--- src/rtl/acc_requant_pkg.sv ---
`default_nettype none
// ============================================================================
//  Module   : acc_requant_pkg
//  Purpose  : Shared numeric-format constants for the accelerator datapath.
//             Holds the default operand width, the accumulator width and
//             the default Q-format fractional bit count.
//  Revision : 1.0  initial release
// ============================================================================
package acc_requant_pkg;

    localparam int BITWIDTH_DEFAULT  = 8;
    localparam int ACC_WIDTH         = 2 * BITWIDTH_DEFAULT;
    localparam int FRAC_BITS_DEFAULT = 4;

    // Width of acc + bias with one guard bit so the sum can never overflow.
    function automatic int sum_width(input int bitwidth);
        return 2 * bitwidth + 1;
    endfunction

endpackage
`default_nettype wire

--- src/rtl/acc_requant_sat_round.sv ---
`default_nettype none
// ============================================================================
//  Module   : sat_round
//  Purpose  : Combinational round / ReLU / saturate of a biased accumulator.
//  Ports    : sum  - signed (2*BITWIDTH+1)-bit biased accumulator
//             q    - signed BITWIDTH-bit requantized activation
//             sat  - result was clipped to the representable range
//  Revision : 1.0  initial release
// ============================================================================
module sat_round
    import acc_requant_pkg::*;
#(
    parameter int BITWIDTH  = BITWIDTH_DEFAULT,
    parameter int FRAC_BITS = FRAC_BITS_DEFAULT,
    parameter int RELU_EN   = 1
) (
    input  logic signed [2*BITWIDTH:0]  sum,
    output logic        [BITWIDTH-1:0]  q,
    output logic                        sat
);

    localparam int SW = sum_width(BITWIDTH);
    // One extra bit so adding the rounding constant cannot overflow.
    localparam int EW = SW + 1;

    localparam logic        [EW-1:0] ONE   = {{(EW-1){1'b0}}, 1'b1};
    // 2^(FRAC_BITS-1), or zero when FRAC_BITS == 0.
    localparam logic        [EW-1:0] ROUND = (ONE << FRAC_BITS) >> 1;
    localparam logic signed [EW-1:0] MAXV  = {{(EW-BITWIDTH+1){1'b0}}, {(BITWIDTH-1){1'b1}}};
    localparam logic signed [EW-1:0] MINV  = {{(EW-BITWIDTH+1){1'b1}}, {(BITWIDTH-1){1'b0}}};

    logic signed [EW-1:0] w_ext;
    logic signed [EW-1:0] w_r;

    always_comb begin
        w_ext = {sum[SW-1], sum} + ROUND;
        w_r   = w_ext >>> FRAC_BITS;
        q     = w_r[BITWIDTH-1:0];
        sat   = 1'b0;
        if ((RELU_EN != 0) && w_r[EW-1]) begin
            // ReLU clamp is a normal result, not a saturation event.
            q = '0;
        end else if (w_r > MAXV) begin
            q   = MAXV[BITWIDTH-1:0];
            sat = 1'b1;
        end else if (w_r < MINV) begin
            q   = MINV[BITWIDTH-1:0];
            sat = 1'b1;
        end
    end

endmodule
`default_nettype wire

--- src/rtl/acc_requant.sv ---
`default_nettype none
// ============================================================================
//  Module   : acc_requant
//  Purpose  : Two-stage valid/ready pipeline: add bias, then round, ReLU and
//             saturate the accumulator down to a BITWIDTH activation.
//  Ports    : clk, reset                 - clock, synchronous active-high reset
//             in_valid/in_ready          - input handshake
//             in_acc, in_bias            - signed 2*BITWIDTH operands
//             out_valid/out_ready, out_q - output handshake and activation
//             sat_count                  - saturated results delivered (sticky max)
//             busy                       - any stage holds data
//  Revision : 1.0  initial release
// ============================================================================
module acc_requant
    import acc_requant_pkg::*;
#(
    parameter int BITWIDTH  = BITWIDTH_DEFAULT,
    parameter int FRAC_BITS = FRAC_BITS_DEFAULT,
    parameter int RELU_EN   = 1
) (
    input  logic                         clk,
    input  logic                         reset,
    input  logic                         in_valid,
    output logic                         in_ready,
    input  logic signed [2*BITWIDTH-1:0] in_acc,
    input  logic signed [2*BITWIDTH-1:0] in_bias,
    output logic                         out_valid,
    input  logic                         out_ready,
    output logic        [BITWIDTH-1:0]   out_q,
    output logic        [15:0]           sat_count,
    output logic                         busy
);

    localparam int SW = sum_width(BITWIDTH);

    logic                 r_s1_valid;
    logic signed [SW-1:0] r_s1_sum;
    logic                 r_s2_valid;
    logic [BITWIDTH-1:0]  r_s2_q;
    logic                 r_s2_sat;
    logic [15:0]          r_sat_count;

    logic                 w_s2_adv;
    logic                 w_s1_adv;
    logic                 w_out_fire;
    logic signed [SW-1:0] w_sum;
    logic [BITWIDTH-1:0]  w_q;
    logic                 w_sat;

    // Stage-to-stage advance depends only on downstream state and out_ready,
    // so in_ready never sees in_valid.
    assign w_out_fire = r_s2_valid & out_ready;
    assign w_s2_adv   = ~r_s2_valid | out_ready;
    assign w_s1_adv   = ~r_s1_valid | w_s2_adv;
    assign w_sum      = {in_acc[2*BITWIDTH-1], in_acc} + {in_bias[2*BITWIDTH-1], in_bias};

    sat_round #(
        .BITWIDTH  (BITWIDTH),
        .FRAC_BITS (FRAC_BITS),
        .RELU_EN   (RELU_EN)
    ) u_sat_round (
        .sum (r_s1_sum),
        .q   (w_q),
        .sat (w_sat)
    );

    always_ff @(posedge clk) begin
        if (reset) begin
            r_s1_valid  <= 1'b0;
            r_s1_sum    <= '0;
            r_s2_valid  <= 1'b0;
            r_s2_q      <= '0;
            r_s2_sat    <= 1'b0;
            r_sat_count <= '0;
        end else begin
            if (w_s2_adv) begin
                r_s2_valid <= r_s1_valid;
                if (r_s1_valid) begin
                    r_s2_q   <= w_q;
                    r_s2_sat <= w_sat;
                end
            end
            if (w_s1_adv) begin
                r_s1_valid <= in_valid;
                if (in_valid) begin
                    r_s1_sum <= w_sum;
                end
            end
            if (w_out_fire && r_s2_sat && (r_sat_count != 16'hFFFF)) begin
                r_sat_count <= r_sat_count + 16'd1;
            end
        end
    end

    assign in_ready  = w_s1_adv;
    assign out_valid = r_s2_valid;
    assign out_q     = r_s2_q;
    assign sat_count = r_sat_count;
    assign busy      = r_s1_valid | r_s2_valid;

endmodule
`default_nettype wire

--- config.mk ---
export PLATFORM = sky130hd
export DESIGN_NAME = acc_requant
export DESIGN_NICKNAME = d
export VERILOG_FILES = /design/src/rtl/acc_requant_pkg.sv /design/src/rtl/acc_requant_sat_round.sv /design/src/rtl/acc_requant.sv
export SDC_FILE = /design/constraint.sdc
export NUM_CORES = 1
export LEC_CHECK = 0
export CORE_UTILIZATION = 53
export DETAILED_ROUTE_END_ITERATION = 6
export PLACE_DENSITY = 0.85
export SYNTH_ARGS = -nofsm -noshare
export SYNTH_HDL_FRONTEND = slang
export SYNTH_SLANG_ARGS = --single-unit
--- constraint.sdc ---
create_clock -name clk -period 3.7 [get_ports clk]
set_input_delay 0.74 -clock clk [delete_from_list [all_inputs] [get_ports clk]]
set_output_delay 0.74 -clock clk [all_outputs]
set_load 0.01 [all_outputs]
==> flow_metrics.env, run 1 <==
export IMPL_reg2reg_to="out_q[4]"
export IMPL_nNetsFinal=423
export IMPL_grt_pass1_vias=2263
export IMPL_fin_setup_tns_ps=0
export IMPL_insertedDiodeCount=0
export IMPL_whs_endpoint="out_q[5]"
export IMPL_grt_overflow=0
export IMPL_drt_initial_drc_count=112
export IMPL_rows=25
export IMPL_die_w_um=71.74
export IMPL_worstSkewPairLatency_ps=290
export IMPL_yosysSeqAreaShare=0.3184
export IMPL_synthFlopType="dfxtp_1"
export IMPL_r2r_setup_slack_ps=1350
export IMPL_grt_pass1_wl_um=9811
export IMPL_ant_nets=0
export IMPL_antenna_found_initial=0
export IMPL_outcome="finished, final reports clean"
export IMPL_synth_cell_types=58
export IMPL_cts_buffer_depth=2
export IMPL_hold_start="out_q[5]"
export IMPL_cts_hold_buf=0
export IMPL_synth_fp_nets=361
export IMPL_clockRootBuffer="clkbuf_8"
export IMPL_whs_path_depth=2
export IMPL_crit_fanout=6
export IMPL_synthArstFlopShare=0
export IMPL_numPortBuffers=62
export IMPL_place_gp_congestion=0.8465
export IMPL_synth_edf_count=0
export IMPL_irDropWorstVdd_mv=0.2019
export IMPL_fin_crit_sh=0.7542
export IMPL_ctsResizeCount=0
export IMPL_place_hpwl_um=4201
export IMPL_synth_warnings=0
export IMPL_grt_max_degree=54
export IMPL_yosysMostFrequentCell="dfxtp_1"
export IMPL_area_growth_syn_to_layout_pct=30.19
export IMPL_grt_setup_unrepaired="false"
export IMPL_worstSetupStartpointType="primary input"
export IMPL_synth_area_leader_cell="dfxtp_1"
export IMPL_h_tree_depth=2
export IMPL_critPathMaxStageDelay_ps=440
export IMPL_synth_top_cell_area_share=0.3184
export IMPL_cellLeakagePower_uw=0.001294
export IMPL_synthCells=308
export IMPL_synthTopCellsByCount="dfxtp_1 (41), nand2_1 (35), nor2_1 (27)"
export IMPL_finalInstanceArea_sq_um=3356
export IMPL_vias=2447
export IMPL_clkTransAtPathRegs_ps=80
export IMPL_final_layout_size_suffix_gt1_frac=0.05660
export IMPL_path_buf_inv=1
export IMPL_crit_type="primary input to register"
export IMPL_slew_viol_final=0
export IMPL_viasPerCell=5.758
export IMPL_holdWs_ps=498.5
export IMPL_final_hold_viol_count=0
export IMPL_max_cap_violations=0
export IMPL_hold_class="register to register"
export IMPL_first_pass_iters=4
export IMPL_slew_headroom=0.5622
export IMPL_wl_per_cell_um=13.38
export IMPL_fillCellCount=369
export IMPL_reg2reg_depth=7
export IMPL_r2r_start="r_s1_sum[4]"
export IMPL_finalCriticalPeriod_ps=2791
export IMPL_power_density_nw_per_um2=333.3
export IMPL_critPathTopFamily="compound AO/OA/AOI/OAI gates"
export IMPL_cp_slowest_cell="o31ai_1"
export IMPL_gr_usage_all_layers=0.2346
export IMPL_syn_cell_area_sq_um=2577
export IMPL_cts_buffers=5
export IMPL_worst_pin_slew_ps=655.1
export IMPL_crit_arrival_ps=2980
export IMPL_syn_avg_cell_area_sq_um=8.368
export IMPL_cts_tree="built"
export IMPL_die_area_sq_um=5146
export IMPL_ys_ff_latch=41
export IMPL_cts_setup_buffers=0
export IMPL_pin_count=63
export IMPL_cts_sinks=41
export IMPL_fin_skew_ps=3.319
export IMPL_critPathLaunch="in_acc[7]"
export IMPL_crit_chain="clkdlybuf4s50_1 -> ha_1 -> o21ai_0 -> a211oi_1 -> o311ai_0 -> o31ai_1 -> mux2i_1 -> nand2_1"
export IMPL_place_area_sq_um=3239
export IMPL_coreArea_sq_um=4692
export IMPL_synthTopCellsByArea="dfxtp_1 (32%), ha_1 (8.3%), nand2_1 (5.1%)"
export IMPL_drc=0
export IMPL_fmax_ghz=0.3583
export IMPL_crit_required_ps=3890
export IMPL_wirelength_um=5687
export IMPL_setup_viol=0
export IMPL_initial_core_util=0.5493
export IMPL_die_h_um=71.74
export IMPL_cp_end_kind="register"
## flip-flops by register name (all words and copies together), names as in the netlist
register    cells
r_s2_sat        1
r_s1_sum       14
out_valid       1
sat_count      16
r_s1_valid      1
out_q           8
## per-stage QoR
| step | worst slack (ps) | util | power [uW] | cells |
|---|---|---|---|---|
| after detailed placement | 618.0 | 0.6904 | 748.7 | 417 |
| after global routing | 705.1 | 0.7152 | 1175 | 425 |
| after floorplan | 1303 | - | 657.6 | 308 |
| final | 909.4 | 0.7152 | 1119 | 425 |
| after CTS | 927.2 | 0.7152 | 1120 | 425 |
| after global placement | 690.7 | 0.6904 | 741.2 | 417 |
## tightest hold or removal path: stages, from the launching register on
cell and delay [ps]:
dfxtp_1 330, nand2_1 50, a221oi_1 70
## worst max-delay path by stage
stage                     cells past startpoint      endpoint  slack [ps]
after floorplan                               7   r_s1_sum[9]        1300
after global placement                        8  r_s1_sum[13]         690
after detailed placement                      8  r_s1_sum[14]         620
after CTS                                     8  r_s1_sum[14]         930
after global routing                          8  r_s1_sum[14]         710
final                                         8  r_s1_sum[14]         910
## cell type report
class | count | area, sq um | area share
clock buffers | 7 | 86.33 | 0.02573
clock inverters | 1 | 30.03 | 0.008949
inverters | 11 | 41.29 | 0.01230
multi-input cells | 245 | 1659 | 0.4944
flip-flops and latches | 41 | 820.8 | 0.2446
well taps | 54 | 67.56 | 0.02013
repair buffers | 66 | 650.6 | 0.1939
## per-layer routing
layer | vias to the layer above | GRT usage | routed length [um]
met5 | - | 0 | 0
met3 | 5 | 0.05907 | 217
met2 | 60 | 0.3878 | 2748
li1 | 1272 | - | -
met1 | 1110 | 0.3048 | 2680
met4 | 0 | 0.06318 | 40
## placed cells by master, fill, tap and decap left out, types with 4 or more instances in the layout
cell and instances:
clkbuf_8 6, nor2_1 27, nand2_1 35, inv_1 11, a211oi_1 4, a21oi_1 21, ha_1 17, buf_4 4
o31ai_1 4, mux2i_1 4, a221oi_1 7, nand3_1 9, xnor2_1 6, clkdlybuf4s50_1 62, xor2_1 13, a21o_1 6
and3_1 6, nor3_1 12, nand3b_1 5, nand4_1 7, dfxtp_1 41, o21ai_0 7, a31oi_1 4, or3_1 4
## kinds of logic after synthesis
kind of cell | share of synthesized area
simple gates | 0.2743
xor+xnor | 0.06456
flops | 0.3184
fa+ha+maj | 0.08252
compound gates | 0.2024
buf+inv | 0.03787
mux | 0.01990
## power by group
part	switching, uW	internal (uW)	leakage (uW)
combinational	122	125	0.000901
clock	157	220	0.0000585
sequential	28.8	466	0.000335
Note: power is estimated with default switching activity, not from simulation.
==> run 2: changes to the inputs <==
--- a/config.mk
+++ b/config.mk
@@ -5,9 +5,9 @@
 export SDC_FILE = /design/constraint.sdc
 export NUM_CORES = 1
 export LEC_CHECK = 0
-export CORE_UTILIZATION = 53
+export CORE_UTILIZATION = 50
 export DETAILED_ROUTE_END_ITERATION = 6
-export PLACE_DENSITY = 0.85
+export PLACE_DENSITY = 0.81
 export SYNTH_ARGS = -nofsm -noshare
 export SYNTH_HDL_FRONTEND = slang
 export SYNTH_SLANG_ARGS = --single-unit
==> constraint.sdc (replaced) <==
create_clock -name clk -period 2.7 [get_ports clk]
set_input_delay 0.54 -clock clk [delete_from_list [all_inputs] [get_ports clk]]
set_output_delay 0.54 -clock clk [all_outputs]
set_load 0.01 [all_outputs]
==> run 2 against run 1 <==
Via count is 1.7% higher. Combinational power grew 49%. Sequential share of layout area fell by 0.93 points. Register-to-register slack worse by 970 ps. Final cell count is 7.1% higher. Hold slack worse by 4.5 ps. Clock-buffer cell count shrank 1. Die area increased by 5.8%. First-iteration DRC count increased by 19%. Worst setup slack worse by 670 ps. Largest cell class unchanged. Largest power group unchanged. Highest routed layer unchanged.
==> flow_metrics.env, run 2 (same netlist as run 1, synthesis figures left out) <==
export IMPL_cp_slowest_cell="clkdlybuf4s50_1"
export IMPL_whs_path_depth=2
export IMPL_crit_arrival_ps=2680
export IMPL_grt_overflow=0
export IMPL_finalCriticalPeriod_ps=2466
export IMPL_nNetsFinal=440
export IMPL_final_hold_viol_count=0
export IMPL_pin_count=63
export IMPL_cts_buffers=5
export IMPL_max_cap_violations=0
export IMPL_final_cell_mix="clkdlybuf4s50_1 (62), dfxtp_1 (41), nand2_1 (35)"
export IMPL_whs_endpoint="out_q[6]"
export IMPL_fin_setup_tns_ps=0
export IMPL_power_density_nw_per_um2=421.7
export IMPL_outcome="finished, final reports clean"
export IMPL_crit_chain="clkdlybuf4s50_1 -> ha_1 -> a21oi_1 -> a21oi_2 -> or3_1 -> a21oi_1 -> o221ai_1 -> a211oi_1"
export IMPL_worstSkewPairLatency_ps=300
export IMPL_antenna_found_initial=0
export IMPL_reg2reg_to="out_q[0]"
export IMPL_ant_nets=0
export IMPL_finalInstanceArea_sq_um=3488
export IMPL_crit_fanout=5
export IMPL_holdWs_ps=494.0
export IMPL_path_common_cell="a21oi_1"
export IMPL_power_uw=1471
export IMPL_coreArea_sq_um=4848
export IMPL_numPortBuffers=62
export IMPL_wirelength_um=5695
export IMPL_largest_reg_flops=16
export IMPL_place_gp_congestion=0.8281
export IMPL_drt_initial_drc_count=133
export IMPL_first_pass_iters=4
export IMPL_vias=2488
export IMPL_fmax_ghz=0.4056
export IMPL_cp_end_kind="register"
export IMPL_fin_crit_sh=0.9132
export IMPL_insertedDiodeCount=0
export IMPL_die_h_um=73.80
export IMPL_worstSetupStartpointType="primary input"
export IMPL_fillCellCount=381
export IMPL_die_area_sq_um=5446
export IMPL_hold_class="register to register"
export IMPL_hold_start="out_q[6]"
export IMPL_dpl_cell_count=447
export IMPL_h_tree_depth=2
export IMPL_drc=0
export IMPL_area_growth_syn_to_layout_pct=35.34
export IMPL_initial_core_util=0.5316
export IMPL_setup_viol=0
export IMPL_grt_pass1_vias=2202
export IMPL_place_hpwl_um=4428
export IMPL_clockRootBuffer="clkbuf_8"
export IMPL_grt_max_degree=29
export IMPL_grt_pass1_wl_um=9742
export IMPL_fin_skew_ps=8.129
export IMPL_critPathMaxStageDelay_ps=410
export IMPL_cellLeakagePower_uw=0.001370
export IMPL_gr_usage_all_layers=0.2267
export IMPL_clkTransAtPathRegs_ps=80
export IMPL_slew_viol_final=0
export IMPL_r2r_setup_slack_ps=380
export IMPL_rows=25
export IMPL_place_area_sq_um=3383
export IMPL_viasPerCell=5.468
export IMPL_cts_tree="built"
export IMPL_r2r_start="r_s1_sum[4]"
export IMPL_final_layout_size_suffix_gt1_frac=0.1057
export IMPL_crit_type="primary input to register"
export IMPL_irDropWorstVdd_mv=0.2959
export IMPL_fin_cells=455
export IMPL_cts_buffer_depth=2
export IMPL_crit_required_ps=2920
export IMPL_slew_headroom=0.6460
export IMPL_grt_setup_unrepaired="false"
export IMPL_die_w_um=73.80
export IMPL_worst_pin_slew_ps=527.4
export IMPL_reg2reg_depth=7
export IMPL_cts_sinks=41
export IMPL_wl_per_cell_um=12.52
export IMPL_cts_hold_buf=0
export IMPL_layout_commonest_cell="clkdlybuf4s50_1"
==> run 2: changes by cell type in the layout (fill, tap and decap cells not counted), sizes merged <==
cell and change:
clkbuf -1, clkinv +2, bufinv -1, buf +17
==> run 2: critical path: cells and delay by family <==
family          cells  cell delay, ps
compound gates      5            1010
fa+ha+maj           1             320
buf+inv             1             410
simple gates        1             400
==> run 2: final cells by class <==
type                    instances  area (sq um)  share of cell area
clock buffers                   6         82.58             0.02367
multi-input cells             245          1668              0.4781
flip-flops and latches         41         820.8              0.2353
well taps                      67         83.83             0.02403
repair buffers                 83         778.2              0.2231
clock inverters                 2         13.76            0.003945
inverters                      11         41.29             0.01184
==> run 2: routing by layer <==
layer	wire length, um	part of all wire	global-route usage	up-vias
met2	2620	0.46	0.3527	61
li1	-	-	-	1304
met3	308	0.054	0.04527	5
met1	2707	0.48	0.3213	1118
met5	0	0	0	-
met4	59	0.010	0.05128	0
==> run 2: stage by stage <==
step	utilization	setup slack, ps
finish	0.7195	234.4
global placement	0.6978	-68.21
CTS	0.7177	165.6
floorplan	-	502.9
detailed placement	0.6978	-150.2
global route	0.7195	61.79
==> run 2: report_power, final <==
| part | switching (uW) | internal [uW] |
|---|---|---|
| Combinational | 172 | 195 |
| Sequential | 39.0 | 638 |
| Clock | 219 | 207 |
==> run 2: what timing repair did <==
action	in CTS	in global routing
gates resized for setup	0	2
buffers inserted	0	0
setup endpoints to repair	0	2
==> run 2: worst max path at each step <==
stage	startpoint	slack [ps]	endpoint	cells past startpoint
floorplan	in_acc[4]	500	r_s1_sum[9]	7
global placement	in_acc[2]	-70	r_s1_sum[14]	9
detailed placement	in_acc[2]	-150	r_s1_sum[13]	9
CTS	in_acc[2]	170	r_s1_sum[14]	9
global route	in_acc[2]	60	r_s1_sum[14]	9
finish	in_acc[2]	230	r_s1_sum[16]	8
==> run 3: changes to the inputs <==
--- a/config.mk
+++ b/config.mk
@@ -5,6 +5,7 @@
 export SDC_FILE = /design/constraint.sdc
 export NUM_CORES = 1
 export LEC_CHECK = 0
+export CAP_MARGIN = 20
 export CORE_UTILIZATION = 50
 export DETAILED_ROUTE_END_ITERATION = 6
 export PLACE_DENSITY = 0.81
==> results of run 3 <==
No change in the layout: final DEF, timing and power equal those of run 2.
